File: config.mk
export PLATFORM = sky130hd
export DESIGN_NAME = alu_seq
export DESIGN_NICKNAME = d
export VERILOG_FILES = /design/src/rtl/alu_seq.sv
export SDC_FILE = /design/constraint.sdc
export NUM_CORES = 1
export LEC_CHECK = 0
export CAP_MARGIN = 0
export CORE_UTILIZATION = 58
export DETAILED_ROUTE_END_ITERATION = 10
export PLACE_DENSITY = 0.8
export SYNTH_ARGS = -nofsm -noshare
export SYNTH_HDL_FRONTEND = slang
export SYNTH_SLANG_ARGS = --single-unit
File: constraint.sdc
create_clock -name i_clk -period 4.2 [get_ports i_clk]
set_input_delay 0.63 -clock i_clk [delete_from_list [all_inputs] [get_ports i_clk]]
set_output_delay 0.63 -clock i_clk [all_outputs]
set_load 0.02 [all_outputs]
File: src/rtl/alu_seq.sv
// alu_seq: ALU-control decoder plus execute unit. Single-cycle ops finish in one
// clock; MUL (shift/add) and signed DIV/MOD (restoring) iterate W steps behind a
// start/busy/done handshake.
module alu_seq #(
    parameter int unsigned W    = 32,
    parameter int unsigned SH_W = $clog2(W)
) (
    input  logic         i_clk,
    input  logic         i_rst_n,
    input  logic         i_start,
    input  logic [3:0]   i_op,
    input  logic [9:0]   i_func,
    input  logic [W-1:0] i_a,
    input  logic [W-1:0] i_b,
    output logic         o_busy,
    output logic         o_done,
    output logic [W-1:0] o_result,
    output logic         o_zero,
    output logic         o_divz
);

    localparam int unsigned CW = $clog2(W);

    // Opcode / function encodings (mirrors defs.v).
    localparam logic [3:0] OP_RTYPE  = 4'h0;
    localparam logic [9:0] FUNC_ADD  = 10'd1;
    localparam logic [9:0] FUNC_SUB  = 10'd2;
    localparam logic [9:0] FUNC_AND  = 10'd3;
    localparam logic [9:0] FUNC_OR   = 10'd4;
    localparam logic [9:0] FUNC_XOR  = 10'd5;
    localparam logic [9:0] FUNC_NOR  = 10'd6;
    localparam logic [9:0] FUNC_SIE  = 10'd7;
    localparam logic [9:0] FUNC_SIL  = 10'd8;
    localparam logic [9:0] FUNC_SLL  = 10'd9;
    localparam logic [9:0] FUNC_SRL  = 10'd10;
    localparam logic [9:0] FUNC_SRA  = 10'd11;
    localparam logic [9:0] FUNC_SLA  = 10'd12;
    localparam logic [9:0] FUNC_MUL  = 10'd13;
    localparam logic [9:0] FUNC_DIV  = 10'd14;
    localparam logic [9:0] FUNC_MOD  = 10'd15;
    localparam logic [9:0] FUNC_JIE  = 10'd16;
    localparam logic [9:0] FUNC_JIER = 10'd17;
    localparam logic [9:0] FUNC_JIL  = 10'd18;
    localparam logic [9:0] FUNC_JILR = 10'd19;

    typedef enum logic [3:0] {
        AluAdd, AluSub, AluAnd, AluOr, AluXor, AluNor, AluSie, AluSil,
        AluSll, AluSrl, AluSra, AluSla, AluMul, AluDiv, AluMod, AluNone
    } alu_op_e;

    typedef enum logic [1:0] {StIdle, StMrun, StDrun, StFix} state_e;

    state_e         state_q, state_d;
    logic [CW-1:0]  cnt_q, cnt_d;
    logic [W-1:0]   acc_q, acc_d;    // MUL accumulator / DIV partial remainder
    logic [W-1:0]   opa_q, opa_d;    // MUL multiplicand / DIV dividend-then-quotient
    logic [W-1:0]   opb_q, opb_d;    // MUL multiplier / DIV divisor magnitude
    logic           is_mul_q, is_mul_d;
    logic           is_mod_q, is_mod_d;
    logic           neg_quo_q, neg_quo_d;
    logic           neg_rem_q, neg_rem_d;
    logic [W-1:0]   result_q, result_d;
    logic           zero_q, zero_d;
    logic           divz_q, divz_d;
    logic           done_q, done_d;

    alu_op_e        alu_op;
    logic [W-1:0]   single_res;
    logic [W-1:0]   sll_res;
    logic [SH_W-1:0] sh;
    logic [W-1:0]   abs_a, abs_b;
    logic           is_divmod, divz_hit;
    logic [W-1:0]   mul_sum;
    logic [W:0]     rem_sh, rem_diff;
    logic [W-1:0]   fix_res;

    assign sh        = i_b[SH_W-1:0];
    assign sll_res   = i_a << sh;
    assign abs_a     = i_a[W-1] ? (~i_a + 1'b1) : i_a;
    assign abs_b     = i_b[W-1] ? (~i_b + 1'b1) : i_b;
    assign is_divmod = (alu_op == AluDiv) || (alu_op == AluMod);
    assign divz_hit  = is_divmod && (i_b == '0);

    assign mul_sum  = opb_q[0] ? (acc_q + opa_q) : acc_q;
    assign rem_sh   = {acc_q, opa_q[W-1]};
    assign rem_diff = rem_sh - {1'b0, opb_q};

    // Decode opcode/function into an internal operation; jump compares reuse SIE/SIL.
    always_comb begin
        alu_op = AluAdd;
        if (i_op == OP_RTYPE) begin
            case (i_func)
                FUNC_ADD:             alu_op = AluAdd;
                FUNC_SUB:             alu_op = AluSub;
                FUNC_AND:             alu_op = AluAnd;
                FUNC_OR:              alu_op = AluOr;
                FUNC_XOR:             alu_op = AluXor;
                FUNC_NOR:             alu_op = AluNor;
                FUNC_SIE, FUNC_JIE,
                FUNC_JIER:            alu_op = AluSie;
                FUNC_SIL, FUNC_JIL,
                FUNC_JILR:            alu_op = AluSil;
                FUNC_SLL:             alu_op = AluSll;
                FUNC_SRL:             alu_op = AluSrl;
                FUNC_SRA:             alu_op = AluSra;
                FUNC_SLA:             alu_op = AluSla;
                FUNC_MUL:             alu_op = AluMul;
                FUNC_DIV:             alu_op = AluDiv;
                FUNC_MOD:             alu_op = AluMod;
                default:              alu_op = AluNone;
            endcase
        end
    end

    // Single-cycle results, including the divide-by-zero fallbacks.
    always_comb begin
        single_res = '0;
        case (alu_op)
            AluAdd:  single_res = i_a + i_b;
            AluSub:  single_res = i_a - i_b;
            AluAnd:  single_res = i_a & i_b;
            AluOr:   single_res = i_a | i_b;
            AluXor:  single_res = i_a ^ i_b;
            AluNor:  single_res = ~(i_a | i_b);
            AluSie:  single_res = {{(W-1){1'b0}}, i_a == i_b};
            AluSil:  single_res = {{(W-1){1'b0}}, $signed(i_a) < $signed(i_b)};
            AluSll:  single_res = sll_res;
            AluSrl:  single_res = i_a >> sh;
            AluSra:  single_res = W'($signed(i_a) >>> sh);
            AluSla:  single_res = {i_a[W-1], sll_res[W-2:0]};
            AluDiv:  single_res = '1;
            AluMod:  single_res = i_a;
            default: single_res = '0;
        endcase
    end

    // Sign fix-up applied in FIX; identity for MUL.
    always_comb begin
        fix_res = acc_q;
        if (!is_mul_q) begin
            if (is_mod_q) begin
                fix_res = neg_rem_q ? (~acc_q + 1'b1) : acc_q;
            end else begin
                fix_res = neg_quo_q ? (~opa_q + 1'b1) : opa_q;
            end
        end
    end

    // FSM next-state and datapath updates.
    always_comb begin
        state_d   = state_q;
        cnt_d     = cnt_q;
        acc_d     = acc_q;
        opa_d     = opa_q;
        opb_d     = opb_q;
        is_mul_d  = is_mul_q;
        is_mod_d  = is_mod_q;
        neg_quo_d = neg_quo_q;
        neg_rem_d = neg_rem_q;
        result_d  = result_q;
        zero_d    = zero_q;
        divz_d    = divz_q;
        done_d    = 1'b0;
        unique case (state_q)
            StIdle: begin
                if (i_start) begin
                    if (alu_op == AluMul) begin
                        acc_d    = '0;
                        opa_d    = i_a;
                        opb_d    = i_b;
                        cnt_d    = CW'(W - 1);
                        is_mul_d = 1'b1;
                        state_d  = StMrun;
                    end else if (is_divmod && !divz_hit) begin
                        acc_d     = '0;
                        opa_d     = abs_a;
                        opb_d     = abs_b;
                        cnt_d     = CW'(W - 1);
                        is_mul_d  = 1'b0;
                        is_mod_d  = (alu_op == AluMod);
                        neg_quo_d = i_a[W-1] ^ i_b[W-1];
                        neg_rem_d = i_a[W-1];
                        state_d   = StDrun;
                    end else begin
                        result_d = single_res;
                        zero_d   = (single_res == '0);
                        divz_d   = divz_hit;
                        done_d   = 1'b1;
                    end
                end
            end
            StMrun: begin
                acc_d = mul_sum;
                opa_d = opa_q << 1;
                opb_d = opb_q >> 1;
                if (cnt_q == '0) state_d = StFix;
                else             cnt_d   = cnt_q - 1'b1;
            end
            StDrun: begin
                // Restoring step: keep the subtraction only when it does not borrow.
                if (!rem_diff[W]) begin
                    acc_d = rem_diff[W-1:0];
                    opa_d = {opa_q[W-2:0], 1'b1};
                end else begin
                    acc_d = rem_sh[W-1:0];
                    opa_d = {opa_q[W-2:0], 1'b0};
                end
                if (cnt_q == '0) state_d = StFix;
                else             cnt_d   = cnt_q - 1'b1;
            end
            StFix: begin
                result_d = fix_res;
                zero_d   = (fix_res == '0);
                divz_d   = 1'b0;
                done_d   = 1'b1;
                state_d  = StIdle;
            end
            default: state_d = StIdle;
        endcase
    end

    // State and datapath registers.
    always_ff @(posedge i_clk or negedge i_rst_n) begin
        if (!i_rst_n) begin
            state_q   <= StIdle;
            cnt_q     <= '0;
            acc_q     <= '0;
            opa_q     <= '0;
            opb_q     <= '0;
            is_mul_q  <= 1'b0;
            is_mod_q  <= 1'b0;
            neg_quo_q <= 1'b0;
            neg_rem_q <= 1'b0;
            result_q  <= '0;
            zero_q    <= 1'b1;
            divz_q    <= 1'b0;
            done_q    <= 1'b0;
        end else begin
            state_q   <= state_d;
            cnt_q     <= cnt_d;
            acc_q     <= acc_d;
            opa_q     <= opa_d;
            opb_q     <= opb_d;
            is_mul_q  <= is_mul_d;
            is_mod_q  <= is_mod_d;
            neg_quo_q <= neg_quo_d;
            neg_rem_q <= neg_rem_d;
            result_q  <= result_d;
            zero_q    <= zero_d;
            divz_q    <= divz_d;
            done_q    <= done_d;
        end
    end

    assign o_busy   = (state_q != StIdle);
    assign o_done   = done_q;
    assign o_result = result_q;
    assign o_zero   = zero_q;
    assign o_divz   = divz_q;

endmodule
==> results.md, run 1 <==
Clocking:
- Counting the buffers created by CTS gives 17.
- The clock passes through at most 2 buffers.
- The number of clock sinks is 142.
- The root buffer cell is sky130_fd_sc_hd__clkbuf_16.
- CTS built an H-tree with a depth of 4.

Placed design:
- The placer congestion estimate is about 1.4.
- The total of buffers placed on input and output ports is between 100 and 150.
- Summed over all nets, the half-perimeter wirelength after detailed placement is around 97000 um.
- The placed instance area is approximately 31000 sq um.
- The number of placed cells counting well taps is 4562.

Synth:
- In the synthesized netlist, mux cells make up 10.2% of the area.
- After synthesis, the cell types taking the most area are sky130_fd_sc_hd__dfrtp_1 (15%), sky130_fd_sc_hd__ha_1 (9.4%), sky130_fd_sc_hd__a21oi_1 (7.7%).
- The library cell with the largest summed area after synthesis is sky130_fd_sc_hd__dfrtp_1.
- The synthesized-area fraction occupied by xor and xnor cells is under 10%.
- The async set or reset register ratio after synthesis is 100%.
- Synthesis produced a netlist whose cell count is around 3400.
- Summing the areas of all compound-gate instances in the mapped netlist gives between 30% and 40% of the synthesized area.
- The synthesized netlist contains 96 unique library cells.
- The predominant post-synthesis flop cell is sky130_fd_sc_hd__dfrtp_1.
- The sequential area share after synthesis is 14.7%.
- Summing every instance area after synthesis gives approximately 24000 sq um.
- The simple-gate share of the synthesized area is 21.3%.
- The largest family of logic cells by synthesized area is compound AO/OA/AOI/OAI gates.
- Synthesis produced a netlist with a net count of roughly 3600.
- In this run, synthesis produced a sequential element count of around 140.
- The top cell type by area accounts for 14.6% of the synthesized area.
- Yosys instantiated no cell more often than sky130_fd_sc_hd__nor2_1.
- The adder-cell share of the synthesized area is under 10%.
- Averaged over all synthesized cells, the footprint is approximately 7 sq um.
- For this run, the number of Yosys warnings is 0.
- Counting flops with a built-in enable in the synthesized netlist gives 0.
- The commonest cells after synthesis are sky130_fd_sc_hd__nor2_1 (386), sky130_fd_sc_hd__a21oi_1 (372), sky130_fd_sc_hd__nand2_1 (268).

GRT:
- The overflow left after global routing is 9.
- The largest net degree at the start of global routing is 80.
- The first global-routing pass estimated 217000 um of wire.
- The via count of the first global-routing pass came to about 35000.
- Global routing used 68.8% of the available tracks across all layers.

Floorplan:
- The height of the chip is 206 um.
- The die is ~210 um wide.
- The number of cell rows is 74.
- The top-level I/O count is approximately 120.
- The initial core utilization is roughly three fifths.

Outcome:
- The flow stopped in global routing.
- The tool reported: "[ERROR GRT-0116] Global routing finished with congestion. Check the congestion regions in the DRC Viewer".
- The run stopped with a tool error.
-- layer usage --
metal  overflow  track usage (%)
met2          4             83.9
met3          0             57.5
met4          5             65.2
met1          0             68.0
met5          0             29.4
-- per-stage QoR --
step           setup WS, ns  TNS (ns)
4_1_cts              -0.345    -0.388
3_5_place_dp          -1.46    -67.04
3_3_place_gp          -1.31    -52.66
2_1_floorplan        -0.555    -0.555
-- what timing repair did --
item	in CTS
endpoints found under the hold margin	0
pin swaps	33
setup buffers	20
resized for setup	127
endpoints found under the setup margin	79
hold buffers	0
-- kinds of logic after synthesis --
logic type / after synthesis
AO/OA/AOI/OAI: 1199
XOR/XNOR: 144
adder cells (fa/ha/maj): 185
buffers and inverters: 417
flip-flops: 142
multiplexers: 182
AND/OR/NAND/NOR: 1097
==> inputs of run 2 (changes only) <==
--- a/config.mk
+++ b/config.mk
@@ -6,9 +6,9 @@
 export NUM_CORES = 1
 export LEC_CHECK = 0
 export CAP_MARGIN = 0
-export CORE_UTILIZATION = 58
+export CORE_UTILIZATION = 40
 export DETAILED_ROUTE_END_ITERATION = 10
-export PLACE_DENSITY = 0.8
+export PLACE_DENSITY_LB_ADDON = 0.15
 export SYNTH_ARGS = -nofsm -noshare
 export SYNTH_HDL_FRONTEND = slang
 export SYNTH_SLANG_ARGS = --single-unit
==> constraint.sdc (replaced) <==
create_clock -name i_clk -period 5.45 [get_ports i_clk]
set_input_delay 0.8175 -clock i_clk [delete_from_list [all_inputs] [get_ports i_clk]]
set_output_delay 0.8175 -clock i_clk [all_outputs]
set_load 0.02 [all_outputs]
==> run 2 against run 1 <==
The flow now finishes, with violations (DRC). Area after synthesis stayed put. Synthesized cell count stayed put.
==> results.md, run 2 <==
Synth:
- The async set or reset register ratio after synthesis came to 100% (unchanged).
- The number of cells produced by synthesis is 3366 (unchanged).
- The top cell type's share of synthesized area is 14.6% (unchanged).
- The leading cell type by number of instances after synthesis is sky130_fd_sc_hd__nor2_1 (unchanged).
- The number of distinct library cells after synthesis is 96 (unchanged).
- The count of flip-flops with a built-in enable after synthesis is 0 (unchanged).
- The flop and latch count out of synthesis came to 142 (unchanged).
- The number of warnings issued by yosys is 0 (unchanged).
- The library cell with the largest summed area after synthesis is sky130_fd_sc_hd__dfrtp_1 (unchanged).
- The area of the mapped netlist was 24200 sq um (unchanged).
- The net count after synthesis is 3632 (unchanged).
- Leading cell types by total area after synthesis: sky130_fd_sc_hd__dfrtp_1 (15%), sky130_fd_sc_hd__ha_1 (9.4%), sky130_fd_sc_hd__a21oi_1 (7.7%) (unchanged).
- The sequential area share after synthesis came to 14.7% (unchanged).
- The mean post-synth cell area was 7.18 sq um (unchanged).
- Commonest cells in the netlist: sky130_fd_sc_hd__nor2_1 (386), sky130_fd_sc_hd__a21oi_1 (372), sky130_fd_sc_hd__nand2_1 (268) (unchanged).
- The predominant post-synthesis flop cell was sky130_fd_sc_hd__dfrtp_1 (unchanged).

Outcome:
- Status: complete, but fails checks (was did not finish).
- The final reports fail on DRC.

Layout:
- The area used by multi-input combinational logic is between 15000 and 20000 sq um.
- With fillers left out, the area of the finished cells amounts to approximately 30000 sq um.
- The filler cells instantiated in the layout total between 5000 and 6000.
- From synthesis to final layout, the design area changed by 26.3%.
- The most common library cell in the layout ignoring fill and taps is sky130_fd_sc_hd__buf_4.
- The share of post-route cells with drive strength above 1 is around 20%.
- In the final design database the tool counted 4084 nets.
- The sequential cells in the finished layout cover a total of between 3000 and 4000 sq um.
- In the layout the commonest cells are sky130_fd_sc_hd__buf_4 (549), sky130_fd_sc_hd__nor2_1 (385), sky130_fd_sc_hd__a21oi_1 (371), sky130_fd_sc_hd__nand2_1 (268), sky130_fd_sc_hd__o21ai_0 (242).

Power:
- Summed over all nets, the switching power comes to ~0.0063 W.
- The worst vdd rail ir drop is 0.283 mV.
- Of the total power, the clock network draws 10.2%.
- In this run the power density over the cells is around 390 nW/um^2.
- In this run, the combinational gates consume a little under three quarters of the power.
- The internal power is roughly 0.0055 W.
- Of the total power, registers draw approximately a fifth.
- In this run switching power makes up between 50% and 60% of total power.
- Summed over all cells, the static leakage comes to 13.2 nW.

Route:
- The first-pass iteration count of the detailed router is 9.
- The starting DRC count in detailed routing is approximately 4100.
- Wire segments on met2 add up to 60300 um in the final route.
- The detailed router used layers up to and including met5.
- The average detailed-routed wire length per instance is about 31 um.
- For this block, the routed nets add up to about 140000 um of wire.
- The number of nets with antenna violations after routing is 0.
- The detailed-route wire length on metal 1 is approximately 56000 um.
- For this run, design rule violations remaining after detail routing come to 4.
- The detailed-routed wire length on met3 is 15300 um.
- The ratio of routed vias to standard cells is 6.69.
- The total via count after detailed routing is just over 30000.

Floorplan:
- The top-level I/O count is 117 (unchanged).
- The height of the chip was 248 um (was 206 um).
- The width of the die came to 248 um (was 206 um).
- In this run the standard cell core region covers between 50000 and 60000 sq um.
- The initial core utilization was 40.7% (was 59.1%).
- The floorplan step defined a die boundary enclosing between 60000 and 70000 sq um.
- The number of cell rows is 89 (was 74).

Worst setup path:
- Among cell families on the critical path, the largest total delay comes from simple AND/OR/NAND/NOR gates.
- The launch point of the worst reg-to-reg path is acc_q[3].
- STA classifies the critical path startpoint as an input port.
- The register-to-register path setup slack is 0.48 ns.
- STA classifies the critical path endpoint as a flop.
- The number of cells on the critical path is 17.
- The peak fanout along the critical path is 5.
- The most critical setup path has its endpoint at o_zero.
- The buffer and inverter count on the worst path is 4.
- The worst reg2reg path endpoint is acc_q[11].
- STA puts the critical path data arrival time at 5.77 ns.
- The critical path goes through clkdlybuf4s50_1 -> inv_1 -> ha_1 -> or4_4 -> o221ai_4 -> buf_6 -> mux2i_2 -> a2111oi_0 -> a2111oi_0 -> buf_4 -> nand2_1 -> or4_1 -> or4b_4 -> or4_4 -> nor4b_4 -> nand4_1 -> o31ai_2.
- For this design, the slowest cell found on the critical path is sky130_fd_sc_hd__or4_4.
- The worst setup path is of the input port to flop kind.
- In this design, the stage delay of the slowest critical-path cell is 0.55 ns.
- The logic depth of the worst register-to-register path is 13.
- The worst path required time is 5.83 ns.
- The most critical setup path has its startpoint at i_func[1].

Clocking:
- The number of clock sinks was 142 (unchanged).
- The number of buffers inserted during clock tree synthesis is 17 (unchanged).
- At the later pin of the worst-skew pair, clock insertion delay measures ~0.46 ns.
- The count of hold-fix buffers inserted at cts is 0 (unchanged).
- The root buffer cell is sky130_fd_sc_hd__clkbuf_16 (unchanged).
- The number of H-tree levels is 4 (unchanged).
- The CTS tree is done.
- The register clock-pin slew on the reported worst setup and hold paths is approximately 0.08 ns.
- The buffer depth of the longest clock path is 2 (unchanged).

STA:
- The final-report hold violation count is 0.
- The post-route clock skew is ~0.013 ns.
- The time the worst path needs with I/O delays and setup is roughly 5.4 ns.
- The summed negative setup slack over all endpoints is 0 ns.
- The max-slew violation count came to 0.
- Setup repair after global routing left no endpoint under its margin.
- Of the available clock period, the critical path in the final layout requires between 90 and 100%.
- Timing would allow up to between 150 and 200 MHz.
- For the pin with the worst max-slew slack, the measured transition is around 1.3 ns.
- In this run the tightest slew margin relative to its limit is ~13%.
- Setup violations remaining at the end of the flow were counted as 0.

Placed design:
- The placer congestion estimate is 1.12 (was 1.42).
- The detailed placer's ending HPWL is 117000 um (was 96600 um).
- The total of buffers placed on input and output ports is 116 (unchanged).
- The placed instance area is 29800 sq um (was 31300 sq um).

GRT:
- The overflow left after global routing is 0.
- The global-route wire length before repair is roughly 200000 um.
- The all-layer global routing usage is between 40 and 50%.
- The initial antenna violation count was 6.
- The via count of the first global-routing pass is just under 30000.
- The largest net degree at the start of global routing is slightly below 80.

Worst hold path:
- The path class of the lowest-slack min-delay path is input port to async pin.

Run:
- Max-cap violations in this run came to 0.
## run 2: metal layers
| metal | track usage (%) | up-vias |
|---|---|---|
| met1 | 58.0 | 14800 |
| met4 | 29.8 | 4 |
| met3 | 9.60 | 482 |
| met5 | 0 | - |
| met2 | 69.2 | 2163 |
| li1 | - | 13400 |
## run 2: cell type report
cell class                      count  area share [%]
Antenna cell                        4          0.0328
Clock buffer                       17            1.39
Clock inverter                     15           0.533
Inverter                          169            2.08
Multi-Input combinational cell   2807            62.8
Sequential cell                   142            11.6
Tap cell                          773            3.17
Timing Repair Buffer              681            18.3
## run 2: kinds of logic after synthesis
family                     after synthesis  share of synthesized area, %
buffers and inverters                  417                          6.74
adders and majority gates              185                          9.70
muxes                                  182                          10.2
xor gates and xnor gates               144                          5.22
DFF                                    142                          14.7
AOI/OAI and AO/OA                     1199                          32.2
and+or+nand+nor                       1097                          21.3
## run 2: per-stage QoR
stage                     worst slack, ns  total power [W]  hold slack [ns]  utilization [%]  std cells
final                              0.0618           0.0118            0.307             51.4       4608
after global routing              0.00335           0.0124            0.342             51.4       4604
after CTS                         0.00799           0.0115            0.318             51.3       4601
after floorplan                    0.0131          0.00730            0.471                -       3366
after global placement             -0.660           0.0100            0.489             50.3       4568
after detailed placement           -0.624           0.0103            0.499             50.3       4568
## run 2: worst min-delay path by stage
| stage | endpoint |
|---|---|
| after floorplan | opb_q[31] |
| after global placement | opb_q[9] |
| after detailed placement | neg_rem_q |
| after CTS | cnt_q[4] |
| after global routing | cnt_q[4] |
| final | cnt_q[4] |
## run 2: power groups by stage
stage               combinational [W]  clock, W  sequential, W
floorplan                     0.00525         0        0.00206
global placement              0.00785         0        0.00217
detailed placement            0.00806         0        0.00219
CTS                           0.00812   0.00119        0.00218
global route                  0.00896   0.00123        0.00226
finish                        0.00835   0.00119        0.00222
## run 2: what timing repair did
item / in CTS / in global routing
resized for setup: 6 / 15
setup endpoints to repair: 1 / 2
pin swaps: 1 / 3
setup buffers: 1 / 3
endpoints found under the hold margin: 0 / 0
(Power assumes the default switching activity.)
